[src/rtl/bus_arb_pkg.sv]
// Shared types and helpers for the N-master round-robin bus arbiter.
package bus_arb_pkg;

    typedef enum logic {
        ST_IDLE = 1'b0,
        ST_BUSY = 1'b1
    } arb_state_t;

    // Read data returned on a timed-out access.
    localparam int unsigned ERR_RDATA = 0;

    // Ceiling log2; returns 0 for v <= 1.
    function automatic int unsigned clog2(input int unsigned v);
        int unsigned r;
        r = 0;
        while ((32'd1 << r) < v) r++;
        return r;
    endfunction

    // Low bit of lane idx in a flat vector of w-bit lanes.
    function automatic int unsigned lane_lo(input int unsigned idx, input int unsigned w);
        return idx * w;
    endfunction

endpackage

[src/rtl/bus_arb_rr_picker.sv]
// Rotating-priority encoder: first set request at or after i_start (with wrap),
// skipping requests flagged in i_excl.
module rr_picker
    import bus_arb_pkg::*;
#(
    parameter int unsigned N  = 4,
    parameter int unsigned IW = clog2(N)
) (
    input  logic [N-1:0]  i_req,
    input  logic [IW-1:0] i_start,
    input  logic [N-1:0]  i_excl,
    output logic          o_valid,
    output logic [IW-1:0] o_idx
);

    int unsigned w_start;
    int unsigned w_dist;
    int unsigned w_best;

    // Pick the eligible requester with the smallest wrapped distance from i_start.
    always_comb begin
        o_valid = 1'b0;
        o_idx   = '0;
        w_best  = N;
        w_dist  = 0;
        w_start = {{(32-IW){1'b0}}, i_start};
        for (int unsigned i = 0; i < N; i++) begin
            w_dist = (i + N - w_start) % N;
            if (i_req[i] && !i_excl[i] && (w_dist < w_best)) begin
                w_best  = w_dist;
                o_idx   = IW'(i);
                o_valid = 1'b1;
            end
        end
    end

endmodule

[src/rtl/bus_rr_arbiter_n.sv]
// Registered-grant N-master round-robin bus arbiter with lock hold and
// per-access timeout that completes a hung transfer with an error.
module bus_rr_arbiter_n
    import bus_arb_pkg::*;
#(
    parameter int unsigned NUM_MASTERS    = 4,
    parameter int unsigned ADDR_W         = 32,
    parameter int unsigned DATA_W         = 32,
    parameter int unsigned TIMEOUT_CYCLES = 256
) (
    input  logic                            clk,
    input  logic                            rst,
    input  logic [NUM_MASTERS*ADDR_W-1:0]   m_addr,
    input  logic [NUM_MASTERS*DATA_W-1:0]   m_wdata,
    input  logic [NUM_MASTERS*DATA_W/8-1:0] m_wstrb,
    input  logic [NUM_MASTERS-1:0]          m_write,
    input  logic [NUM_MASTERS-1:0]          m_enable,
    input  logic [NUM_MASTERS-1:0]          m_lock,
    output logic [NUM_MASTERS*DATA_W-1:0]   m_rdata,
    output logic [NUM_MASTERS-1:0]          m_ready,
    output logic [NUM_MASTERS-1:0]          m_err,
    output logic [ADDR_W-1:0]               bus_addr,
    output logic [DATA_W-1:0]               bus_wdata,
    output logic [DATA_W/8-1:0]             bus_wstrb,
    output logic                            bus_write,
    output logic                            bus_enable,
    input  logic [DATA_W-1:0]               bus_rdata,
    input  logic                            bus_ready,
    output logic                            grant_valid,
    output logic [clog2(NUM_MASTERS)-1:0]   grant_id
);

    localparam int unsigned IW    = clog2(NUM_MASTERS);
    localparam int unsigned SW    = DATA_W / 8;
    localparam int unsigned CNT_W = (TIMEOUT_CYCLES < 2) ? 1 : clog2(TIMEOUT_CYCLES);
    localparam logic [CNT_W-1:0] CNT_MAX = '1;
    localparam logic [CNT_W-1:0] TO_LAST = CNT_W'(TIMEOUT_CYCLES - 1);
    localparam logic [IW-1:0]    LAST_ID = IW'(NUM_MASTERS - 1);

    arb_state_t       r_state, w_state_nx;
    logic [IW-1:0]    r_grant, w_grant_nx;
    logic [IW-1:0]    r_rr_ptr, w_rr_ptr_nx;
    logic [CNT_W-1:0] r_wait, w_wait_nx;

    logic                   w_busy;
    logic                   w_gen;
    logic                   w_timeout;
    logic                   w_done;
    logic [IW-1:0]          w_nxt_id;
    logic [NUM_MASTERS-1:0] w_excl;
    logic                   w_idle_vld, w_ho_vld;
    logic [IW-1:0]          w_idle_idx, w_ho_idx;

    assign w_busy    = (r_state == ST_BUSY);
    assign w_gen     = w_busy && m_enable[r_grant];
    assign w_timeout = (TIMEOUT_CYCLES != 0) && w_gen && !bus_ready && (r_wait == TO_LAST);
    assign w_done    = w_gen && (bus_ready || w_timeout);
    assign w_nxt_id  = (r_grant == LAST_ID) ? '0 : r_grant + IW'(1);
    assign w_excl    = {{(NUM_MASTERS-1){1'b0}}, 1'b1} << r_grant;

    rr_picker #(.N(NUM_MASTERS), .IW(IW)) u_pick_idle (
        .i_req   (m_enable),
        .i_start (r_rr_ptr),
        .i_excl  ('0),
        .o_valid (w_idle_vld),
        .o_idx   (w_idle_idx)
    );

    // Handoff ignores the finishing master: its enable is still the old request.
    rr_picker #(.N(NUM_MASTERS), .IW(IW)) u_pick_handoff (
        .i_req   (m_enable),
        .i_start (w_nxt_id),
        .i_excl  (w_excl),
        .o_valid (w_ho_vld),
        .o_idx   (w_ho_idx)
    );

    // State, grant, round-robin pointer and wait counter registers.
    always_ff @(posedge clk) begin
        if (rst) begin
            r_state  <= ST_IDLE;
            r_grant  <= '0;
            r_rr_ptr <= '0;
            r_wait   <= '0;
        end else begin
            r_state  <= w_state_nx;
            r_grant  <= w_grant_nx;
            r_rr_ptr <= w_rr_ptr_nx;
            r_wait   <= w_wait_nx;
        end
    end

    // Next-state decisions plus bus/master lane muxing for the granted master.
    always_comb begin
        w_state_nx  = r_state;
        w_grant_nx  = r_grant;
        w_rr_ptr_nx = r_rr_ptr;
        w_wait_nx   = r_wait;
        bus_addr    = '0;
        bus_wdata   = '0;
        bus_wstrb   = '0;
        bus_write   = 1'b0;
        bus_enable  = 1'b0;
        m_rdata     = '0;
        m_ready     = '0;
        m_err       = '0;
        grant_valid = w_busy;
        grant_id    = w_busy ? r_grant : '0;

        case (r_state)
            ST_IDLE: begin
                if (w_idle_vld) begin
                    w_state_nx = ST_BUSY;
                    w_grant_nx = w_idle_idx;
                    w_wait_nx  = '0;
                end
            end
            ST_BUSY: begin
                if (w_done) begin
                    w_rr_ptr_nx = w_nxt_id;
                    w_wait_nx   = '0;
                    if (!m_lock[r_grant]) begin
                        if (w_ho_vld) w_grant_nx = w_ho_idx;
                        else          w_state_nx = ST_IDLE;
                    end
                end else if (!m_enable[r_grant] && !m_lock[r_grant]) begin
                    w_state_nx = ST_IDLE;
                end else if (w_gen && !bus_ready && (r_wait != CNT_MAX)) begin
                    w_wait_nx = r_wait + CNT_W'(1);
                end
            end
            default: w_state_nx = ST_IDLE;
        endcase

        if (w_busy) begin
            bus_enable = w_gen && !w_timeout;
            for (int unsigned i = 0; i < NUM_MASTERS; i++) begin
                if (IW'(i) == r_grant) begin
                    bus_addr  = m_addr[lane_lo(i, ADDR_W) +: ADDR_W];
                    bus_wdata = m_wdata[lane_lo(i, DATA_W) +: DATA_W];
                    bus_wstrb = m_wstrb[lane_lo(i, SW) +: SW];
                    bus_write = m_write[i];
                    m_rdata[lane_lo(i, DATA_W) +: DATA_W] = w_timeout ? DATA_W'(ERR_RDATA) : bus_rdata;
                    m_ready[i] = bus_ready || w_timeout;
                    m_err[i]   = w_timeout;
                end
            end
        end
    end

endmodule

[config.mk]
export PLATFORM = sky130hd
export DESIGN_NAME = bus_rr_arbiter_n
export DESIGN_NICKNAME = d
export VERILOG_FILES = /design/src/rtl/bus_arb_pkg.sv /design/src/rtl/bus_arb_rr_picker.sv /design/src/rtl/bus_rr_arbiter_n.sv
export SDC_FILE = /design/constraint.sdc
export NUM_CORES = 1
export LEC_CHECK = 0
export BUFFER_PORTS_ARGS = -buffer_cell sky130_fd_sc_hd__buf_2
export CAP_MARGIN = 20
export CELL_PAD_IN_SITES_DETAIL_PLACEMENT = 1
export CELL_PAD_IN_SITES_GLOBAL_PLACEMENT = 2
export CORE_AREA = 2 2 208 210
export DETAILED_ROUTE_END_ITERATION = 6
export DIE_AREA = 0 0 210 212
export MAX_ROUTING_LAYER = met4
export PLACE_DENSITY = 0.59
export SLEW_MARGIN = 5
export SYNTH_ARGS = -nofsm -noshare
export SYNTH_HDL_FRONTEND = slang
export SYNTH_HIERARCHICAL = 1
export SYNTH_SLANG_ARGS = --single-unit
export TNS_END_PERCENT = 30
[constraint.sdc]
create_clock -name clk -period 3.8 [get_ports clk]
set_input_delay 0.38 -clock clk [delete_from_list [all_inputs] [get_ports clk]]
set_output_delay 0.38 -clock clk [all_outputs]
set_load 0.03 [all_outputs]
==> metrics, run 1 <==
hold depth=2; drt via density=between 4 and 5; Placeable Area=between 0.04 and 0.05 mm2; synth unique cells=51; count of state elements after synthesis=13; TNS Setup=0 ps; Vias=slightly above 7,000; peak supply drop=0.000158 V; overall routed net length=33,700 um; Die Y-Extent=between 200 and 250 um; most frequent cells in the layout=527 x buf_2, 106 x and2_2, 81 x a21oi_1; initial drt markers=about 360; largest net degree at the start of global routing=75; vias in the first global route=7,271; Routability Congestion=0.803; reg2reg path depth=15; status=finished, final reports clean; Sw Pwr=1.67 mW; max-slew violations=0; Longest Clk Path Bufs=2; relative slew slack=0.333; Hold WC Path Type=primary input to flip-flop; RSZ-0062 raised after global routing=false; Worst Max-Slew Pin Slew=between 1000 and 1500 ps; switch share=0.576; std cell rows=76; post-CTS setup repair buffer count=0; H-tree depth=1; fraction of layout instances using a drive strength above 1=0.609; post-synthesis sequential area ratio=0.0590; type of the worst setup path=flip-flop to flip-flop; Reg area=approximately 260 um2; CTS Buf Count=3; Ports=528; die area=around 0.045 mm2; Final Cycle Share=0.952; CP required=between 3000 and 4000 ps; synthesized instance count=644; WP data arrival=about 3800 ps; hpwl dp=~27,000 um; most common cell after layout, fill and taps aside=buf_2; DRC=0; Max Cap Viol=0; P_int=between 1 and 1.5 mW; worst hold slack=between 400 and 500 ps; Setup crit start kind=flip-flop; Fmax=between 200 and 300 MHz; initial antenna violation count=6; clock power share=0.070; Sequential Power Share=0.057; number of nets in the layout=1,463; Top FF cell, synth=dfxtp_1; critical path endpoint category=flip-flop; total iterations of the first detailed-routing run=4; synth warn=6; WL per Instance=roughly 20 um; Final setup viols=0; CP max FO=7; Reg clk slew, reported paths=about 50 ps; TritonCTS clock tree=done; CTS sink cnt=13; GRT Util Overall=0.143; Fill cells=about 5,400; Die Wd=between 200 and 250 um; skew final=roughly 3.3 ps; first-pass GRT wire length=~47,000 um; pwr dens=about 370 mW/mm2; Mapped Area=between 0.004 and 0.005 mm2; Overflow after GRT=0; Post-synth EDFFs=0; CTS root buffer=clkbuf_16; Final ANT Viol Nets=0; port buffer count=approximately 530; final worst path period need=between 3000 and 4000 ps; Pwr Total=approximately 2.9 mW; Pleak=about 3.9 nW; area of the multi-input gates=slightly below 0.004 mm2; Initial Util=0.104; Logic pwr share=0.872; asr flop ratio synth=0; area grow syn2layout=76.9%; worst skew pair latency=around 240 ps; hold violation count in the final report=0; average cell area after synthesis=slightly below 7 um2
worst paths after layout:
kind / from / endpoint / slack (ps)
worst max-delay path: r_grant[0]$_SDFFE_PP0P_ / r_grant[0]$_SDFFE_PP0P_ / 180
worst min register to register: r_wait[1]$_SDFFE_PP0P_ / r_wait[1]$_SDFFE_PP0P_ / 490
worst max register to register: r_grant[0]$_SDFFE_PP0P_ / r_grant[0]$_SDFFE_PP0P_ / 180
worst min-delay path: rst / r_wait[1]$_SDFFE_PP0P_ / 420
metal layers:
layer,wire length [um],track usage
met4,574,0.0259
met2,17600,0.267
met3,2030,0.0198
met1,13500,0.164
met5,0,-
Yosys cell counts (4+ instances only):
library cell | number | area (um2)
a211oi_2 | 4 | 50.1
a21oi_1 | 81 | 405
a221o_1 | 69 | 691
and2_1 | 23 | 144
and2_2 | 106 | 796
and3_2 | 4 | 30.0
buf_2 | 6 | 30.0
clkbuf_1 | 51 | 191
clkbuf_2 | 12 | 60.1
dfxtp_1 | 13 | 260
ha_1 | 9 | 113
inv_1 | 13 | 48.8
mux2i_1 | 6 | 60.1
nand2_1 | 73 | 274
nand2b_1 | 4 | 25.0
nand3_1 | 6 | 30.0
nor2_1 | 13 | 48.8
nor2b_1 | 7 | 43.8
nor3_1 | 8 | 40.0
o211ai_1 | 73 | 548
o21ai_0 | 12 | 60.1
what timing repair did:
action	in CTS	in global routing
endpoints found under the setup margin	0	2
gates resized for setup	0	2
hold buffers	0	0
area by class of cell:
| type | count | share of cell area |
|---|---|---|
| inverters | 15 | 0.00737 |
| clock buffers | 4 | 0.0101 |
| well taps | 546 | 0.0875 |
| multi-input cells | 551 | 0.496 |
| flip-flops and latches | 13 | 0.0333 |
| repair buffers | 551 | 0.364 |
| diodes | 4 | 0.00128 |
logic make-up (layout without fill, tap and decap cells):
kind of cell,after synthesis,count (layout),synth area share
AND/OR/NAND/NOR,264,264,0.366
XOR/XNOR,3,3,0.00596
adder cells (fa/ha/maj),9,9,0.0255
buffers and inverters,86,570,0.0817
multiplexers,7,7,0.0187
flip-flops,13,13,0.0590
AO/OA/AOI/OAI,261,261,0.443
other,1,11,0.000850
sequential cells by signal, summed over array words and instances, names as in the netlist:
signal,flops
r_wait,8
r_rr_ptr,2
grant_valid,1
r_grant,2
stage by stage:
| step | setup WS [ps] | instance area [um2] | utilization | cells |
|---|---|---|---|---|
| global placement | 314 | 7700 | 0.181 | 1676 |
| detailed placement | 83.6 | 7700 | 0.181 | 1676 |
| floorplan | 437 | 4430 | - | 650 |
| finish | 183 | 7800 | 0.184 | 1684 |
| global route | 3.08 | 7800 | 0.184 | 1684 |
| CTS | 59.4 | 7780 | 0.183 | 1680 |
power by group through the flow:
| stage | combinational [mW] | clock, mW | sequential (mW) |
|---|---|---|---|
| after floorplan | 1.63 | 0 | 0.165 |
| after global placement | 2.54 | 0 | 0.168 |
| after detailed placement | 2.55 | 0 | 0.169 |
| after CTS | 2.56 | 0.209 | 0.166 |
| after global routing | 2.74 | 0.211 | 0.167 |
| final | 2.53 | 0.204 | 0.166 |
critical path, stage by stage (launching register included):
cell and delay [ps]:
dfxtp_1 410, inv_1 120, ha_1 290, nor2b_4 240
mux2i_1 250, a32oi_2 100, ha_1 320, nor2_1 70
o31a_1 340, o21a_1 190, ha_1 210, nor4b_2 270
o211ai_1 190, o2111ai_2 130, mux2i_1 100, a221oi_1 300
(Power assumes the default switching activity.)
==> run 2: changes to the inputs <==
--- a/config.mk
+++ b/config.mk
@@ -6,14 +6,14 @@
 export NUM_CORES = 1
 export LEC_CHECK = 0
 export BUFFER_PORTS_ARGS = -buffer_cell sky130_fd_sc_hd__buf_2
-export CAP_MARGIN = 20
+export CAP_MARGIN = 10
 export CELL_PAD_IN_SITES_DETAIL_PLACEMENT = 1
 export CELL_PAD_IN_SITES_GLOBAL_PLACEMENT = 2
 export CORE_AREA = 2 2 208 210
 export DETAILED_ROUTE_END_ITERATION = 6
 export DIE_AREA = 0 0 210 212
 export MAX_ROUTING_LAYER = met4
-export PLACE_DENSITY = 0.59
+export PLACE_DENSITY_LB_ADDON = 0.1
 export SLEW_MARGIN = 5
 export SYNTH_ARGS = -nofsm -noshare
 export SYNTH_HDL_FRONTEND = slang
==> run 2 against run 1 <==
Clock power barely moved. Highest routed layer unchanged. Non-clock buffer count decreased by 1. Largest cell class unchanged. Wire length grew 9.0%. Largest power group unchanged. Setup slack better by 250 ps. Sequential share of layout area hardly changed. Final cell count grew 0.53%. Clock skew about the same. Register-to-register slack gained 250 ps. Global-route usage up 1.3 points.
==> metrics, run 2 (synthesized netlist as in run 1, its figures left out) <==
largest net degree at the start of global routing=57 (was 75); R2R Path Start=r_grant[0]$_SDFFE_PP0P_ (unchanged); status=finished, final reports clean (unchanged); hpwl dp=29,800 um (was 27,400 um); critical path endpoint category=flip-flop (unchanged); Reg clk slew, reported paths=50 ps (about the same); CP max FO=7 (unchanged); hold depth=2 (unchanged); initial antenna violation count=16 (was 6); DRC=0 (unchanged); type of the worst setup path=flip-flop to flip-flop (unchanged); port buffer count=527 (unchanged); Placeable Area=0.0425 mm2 (unchanged); Max Cap Viol=0 (unchanged); Overflow after GRT=0 (unchanged); most frequent cells in the layout=527 x buf_2, 106 x and2_2, 81 x a21oi_1 (unchanged); Largest register FFs=8 (unchanged); GRT Util Overall=0.156 (was 0.143); largest reg by FF count=r_wait (unchanged); reg2reg path depth=15 (unchanged); total iterations of the first detailed-routing run=4 (unchanged); worst skew pair latency=240 ps (about the same); H-tree depth=1 (unchanged); hold endpoint=r_rr_ptr[0]$_SDFFE_PP0P_ (was r_wait[1]$_SDFFE_PP0P_); Setup crit start kind=flip-flop (unchanged); std cell rows=76 (unchanged); TNS Setup=0 ps (unchanged); first-pass GRT wire length=50,300 um (was 47,000 um); CTS root buffer=clkbuf_16 (unchanged); hold wc startpoint=rst (unchanged); die area=0.0445 mm2 (unchanged); WL per Instance=21.7 um (was 20.0 um); Die Wd=210 um (unchanged); worst setup margin=430 ps (was 183 ps); final worst path period need=3370 ps (was 3620 ps); RSZ-0062 raised after global routing=false (unchanged); R2R Path End=r_grant[0]$_SDFFE_PP0P_ (unchanged); drt via density=4.20 (was 4.24); overall routed net length=36,700 um (was 33,700 um); vias in the first global route=7,244 (was 7,271); skew final=3.72 ps (was 3.25 ps); Die Y-Extent=212 um (unchanged); TritonCTS clock tree=done (unchanged); Ports=528 (unchanged); Hold WC Path Type=primary input to flip-flop (unchanged); Final setup viols=0 (unchanged); Initial Util=0.104 (unchanged); Util after Layout=0.185 (was 0.184); post-CTS setup repair buffer count=0 (unchanged); WP data arrival=3520 ps (was 3760 ps); relative slew slack=0.387 (was 0.333); Final ANT Viol Nets=0 (unchanged); most common cell after layout, fill and taps aside=buf_2 (unchanged); register-to-register setup slack=430 ps (was 180 ps); Fmax=297 MHz (was 276 MHz); hold violation count in the final report=0 (unchanged); area grow syn2layout=77.9% (was 76.9%); Final Cycle Share=0.887 (was 0.952); pre-CTS setup slack=321 ps (was 83.6 ps); Longest Clk Path Bufs=2 (unchanged); max-slew violations=0 (unchanged); Largest regs=r_wait x8, r_grant x2, r_rr_ptr x2 (unchanged); Routability Congestion=0.735 (was 0.803); peak supply drop=0.000165 V (was 0.000158 V); Vias=7,114 (was 7,140); pwr dens=367 mW/mm2 (was 371 mW/mm2); initial drt markers=272 (was 363); Pleak=3.95 nW (about the same); number of nets in the layout=1,462 (was 1,463); Worst Max-Slew Pin Slew=919 ps (was 1000 ps); CTS Buf Count=3 (unchanged); CTS sink cnt=13 (unchanged); fraction of layout instances using a drive strength above 1=0.608 (was 0.609); CP required=3950 ps (was 3940 ps)
[run 2: cell type report]
| class | count | area [um2] |
|---|---|---|
| Fill cell | 5346 | 34700 |
| Tap cell | 546 | 683 |
| Inverter | 15 | 57.6 |
| Clock buffer | 4 | 78.8 |
| Antenna cell | 14 | 35.0 |
| Timing Repair Buffer | 550 | 2850 |
| Multi-Input combinational cell | 551 | 3880 |
| Sequential cell | 13 | 260 |
[run 2: what timing repair did]
item | 4_1_cts | 5_1_grt
hold buffers | 0 | 0
resized for setup | 0 | 1
endpoints found under the setup margin | 0 | 1
[run 2: critical path: stages, from the launching register on]
cell,delay (ps)
dfxtp_1,320
inv_1,90
ha_1,280
nor2b_4,230
mux2i_1,210
a32oi_1,100
ha_1,300
nor2_1,60
o31a_1,340
o21a_1,180
ha_1,200
nor4b_2,270
o211ai_1,180
o2111ai_2,130
mux2i_1,110
a221oi_1,290
[run 2: where the power goes]
group	switching, mW	internal (mW)	total (mW)	leakage, nW
clock	0.0590	0.142	0.201	0.0382
combinational	1.61	0.916	2.52	3.81
sequential	0.0141	0.147	0.161	0.106
[run 2: worst max-delay path by stage]
stage / start / endpoint / slack (ps) / cells past startpoint
6_report: r_grant[0]$_SDFFE_PP0P_ / r_grant[0]$_SDFFE_PP0P_ / 430 / 15
2_1_floorplan: r_grant[1]$_SDFFE_PP0P_ / r_grant[0]$_SDFFE_PP0P_ / 440 / 15
3_5_place_dp: r_grant[0]$_SDFFE_PP0P_ / r_grant[0]$_SDFFE_PP0P_ / 320 / 15
5_1_grt: r_grant[0]$_SDFFE_PP0P_ / r_grant[0]$_SDFFE_PP0P_ / 140 / 15
4_1_cts: r_grant[0]$_SDFFE_PP0P_ / r_grant[0]$_SDFFE_PP0P_ / 290 / 15
3_3_place_gp: r_grant[0]$_SDFFE_PP0P_ / r_grant[0]$_SDFFE_PP0P_ / 300 / 15
[run 2: layer usage]
layer / part of all wire / up-vias / GRT usage
met3: 0.078 / 20 / 0.0433
li1: - / 3407 / -
met1: 0.38 / 3335 / 0.166
met4: 0.0094 / 0 / 0.0132
met5: 0 / - / -
met2: 0.53 / 352 / 0.298
[run 2: stage by stage]
stage | total power [mW] | instances | hold WS (ps) | cell area, um2
floorplan | 1.80 | 650 | 449 | 4430
global placement | 2.75 | 1675 | 482 | 7730
detailed placement | 2.72 | 1675 | 500 | 7730
CTS | 2.94 | 1679 | 432 | 7810
global route | 3.11 | 1691 | 450 | 7840
finish | 2.88 | 1693 | 421 | 7850
==> run 3: changes to the inputs <==
--- a/config.mk
+++ b/config.mk
@@ -10,6 +10,7 @@
 export CELL_PAD_IN_SITES_DETAIL_PLACEMENT = 1
 export CELL_PAD_IN_SITES_GLOBAL_PLACEMENT = 2
 export CORE_AREA = 2 2 208 210
+export CTS_BUF_LIST = sky130_fd_sc_hd__clkbuf_8
 export DETAILED_ROUTE_END_ITERATION = 6
 export DIE_AREA = 0 0 210 212
 export MAX_ROUTING_LAYER = met4
==> run 3 against run 2 <==
Cell area fell by 0.43%. Global-route usage about the same. Combinational power about the same. Worst hold slack got worse by 5.0 ps. Clock skew down 1.5 ps. Setup slack worse by 1.1 ps. Critical path depth is the same. Via count is 0.44% lower. Non-clock buffer count did not move. Die area stayed put. Maximum frequency is essentially flat.
==> metrics, run 3 (synthesized netlist as in run 1, its figures left out) <==
Final Cell Area=0.00781 mm2 (was 0.00785 mm2); CP required=3950 ps (about the same); dpl cell area=0.00773 mm2 (unchanged); hpwl dp=29,800 um (unchanged); CTS sink cnt=13 (unchanged); Sw Pwr=1.67 mW (was 1.68 mW); Cell Chain, Critical Path=inv_1 -> ha_1 -> nor2b_4 -> mux2i_1 -> a32oi_1 -> ha_1 -> nor2_1 -> o31a_1 -> o21a_1 -> ha_1 -> nor4b_2 -> o211ai_1 -> o2111ai_2 -> mux2i_1 -> a221oi_1 (unchanged); Vias=7,083 (was 7,114); Ports=528 (unchanged); clock power share=0.044 (was 0.070); Sequential Power Share=0.057 (was 0.056); worst setup margin=429 ps (was 430 ps); Fmax=297 MHz (about the same); crit path max-delay cell type=o31a_1 (unchanged); initial drt markers=280 (was 272); GRT Util Overall=0.156 (about the same); CP dominant cell by count=ha_1 (unchanged); Worst Max-Slew Pin Slew=914 ps (was 919 ps); Largest regs=r_wait x8, r_grant x2, r_rr_ptr x2 (unchanged); std cell rows=76 (unchanged); final worst path period need=3370 ps (about the same); port buffer count=527 (unchanged); max-slew violations=0 (unchanged); vias in the first global route=7,243 (was 7,244); Reg clk slew, reported paths=60 ps (was 50 ps); first-pass GRT wire length=50,300 um (about the same); WP data arrival=3520 ps (about the same); Routability Congestion=0.735 (unchanged); Logic pwr share=0.898 (was 0.875); largest net degree at the start of global routing=57 (unchanged); worst hold slack=416 ps (was 421 ps); P_int=1.13 mW (was 1.20 mW); RSZ-0062 raised after global routing=false (unchanged); type of the worst setup path=flip-flop to flip-flop (unchanged); post-CTS setup repair buffer count=0 (unchanged); worst skew pair latency=240 ps (about the same); most frequent cells in the layout=527 x buf_2, 106 x and2_2, 81 x a21oi_1 (unchanged); pre-CTS setup slack=321 ps (unchanged); relative slew slack=0.391 (was 0.387); Final ANT Viol Nets=0 (unchanged); fraction of layout instances using a drive strength above 1=0.608 (unchanged); hold depth=2 (unchanged); CTS Hold Bufs=0 (unchanged); switch share=0.596 (was 0.582); overall routed net length=36,600 um (was 36,700 um); H-tree depth=1 (unchanged); CTS Buf Count=3 (unchanged); Util after Layout=0.184 (was 0.185); Die Wd=210 um (unchanged); Inst Count DP=1,675 (unchanged); hold violation count in the final report=0 (unchanged); skew final=2.24 ps (was 3.72 ps); largest reg by FF count=r_wait (unchanged); Max Cap Viol=0 (unchanged); critical path endpoint category=flip-flop (unchanged); most common cell after layout, fill and taps aside=buf_2 (unchanged); total iterations of the first detailed-routing run=4 (unchanged); TritonCTS clock tree=done (unchanged); area grow syn2layout=77.1% (was 77.9%); Overflow after GRT=0 (unchanged); status=finished, final reports clean (unchanged); initial antenna violation count=16 (unchanged); drt via density=4.18 (was 4.20); die area=0.0445 mm2 (unchanged); peak supply drop=0.000118 V (was 0.000165 V); Pleak=3.94 nW (was 3.95 nW); Initial Util=0.104 (unchanged); CTS root buffer=clkbuf_8 (was clkbuf_16); Pwr Total=2.80 mW (was 2.88 mW); pwr dens=359 mW/mm2 (was 367 mW/mm2); CP max FO=7 (unchanged); reg2reg path depth=15 (unchanged); Die Y-Extent=212 um (unchanged); Largest register FFs=8 (unchanged); Longest Clk Path Bufs=2 (unchanged); TNS Setup=0 ps (unchanged); WL per Instance=21.6 um (was 21.7 um); Placeable Area=0.0425 mm2 (unchanged); Final Cycle Share=0.887 (about the same); DRC=0 (unchanged); number of nets in the layout=1,462 (unchanged); Setup crit start kind=flip-flop (unchanged); Finished Layout Cells=1,693 (unchanged); Fill cells=5,348 (was 5,346); Hold WC Path Type=primary input to flip-flop (unchanged); Final setup viols=0 (unchanged); worst stage delay on the critical path=340 ps (about the same)
-- run 3: cell types whose count changed in the layout (fill, tap and decap cells not counted), sizes merged --
cell,before,now
clkbuf,4,3
inv,14,15
-- run 3: power by group through the flow --
stage                     combinational [mW]  clock, mW  sequential (mW)
after CTS                               2.57      0.131            0.161
after global routing                    2.73      0.141            0.164
final                                   2.52      0.125            0.161
after detailed placement                2.56          0            0.164
after global placement                  2.58          0            0.165
after floorplan                         1.63          0            0.165
-- run 3: layer usage --
| metal | up-vias | part of all wire | global-route usage |
|---|---|---|---|
| li1 | 3407 | - | - |
| met1 | 3298 | 0.38 | 0.166 |
| met2 | 360 | 0.53 | 0.298 |
| met3 | 18 | 0.078 | 0.0433 |
| met4 | 0 | 0.0094 | 0.0132 |
| met5 | - | 0 | - |
-- run 3: worst paths after layout --
kind / start / endpoint / slack (ps)
worst max-delay path: r_grant[0]$_SDFFE_PP0P_ / r_grant[0]$_SDFFE_PP0P_ / 430
worst min-delay path: rst / r_rr_ptr[0]$_SDFFE_PP0P_ / 420
worst max register to register: r_grant[0]$_SDFFE_PP0P_ / r_grant[0]$_SDFFE_PP0P_ / 430
worst min register to register: r_wait[1]$_SDFFE_PP0P_ / r_wait[1]$_SDFFE_PP0P_ / 500
-- run 3: critical path: cells and delay by family (launching register included) --
kind	cells	cell delay (ps)
multiplexers	2	320
AO/OA/AOI/OAI	6	1220
buffers and inverters	1	80
adder cells (fa/ha/maj)	3	780
flip-flops	1	320
AND/OR/NAND/NOR	3	560
-- run 3: area by class of cell --
type | count | area (um2) | share of cell area
clock inverters | 1 | 3.75 | 0.000480
diodes | 14 | 35.0 | 0.00448
flip-flops and latches | 13 | 260 | 0.0333
inverters | 15 | 57.6 | 0.00737
multi-input cells | 551 | 3880 | 0.497
well taps | 546 | 683 | 0.0874
clock buffers | 3 | 41.3 | 0.00528
repair buffers | 550 | 2850 | 0.364
-- run 3: what timing repair did --
item | in CTS | in global routing
gates resized for setup | 0 | 1
hold endpoints to repair | 0 | 0
endpoints found under the setup margin | 0 | 1
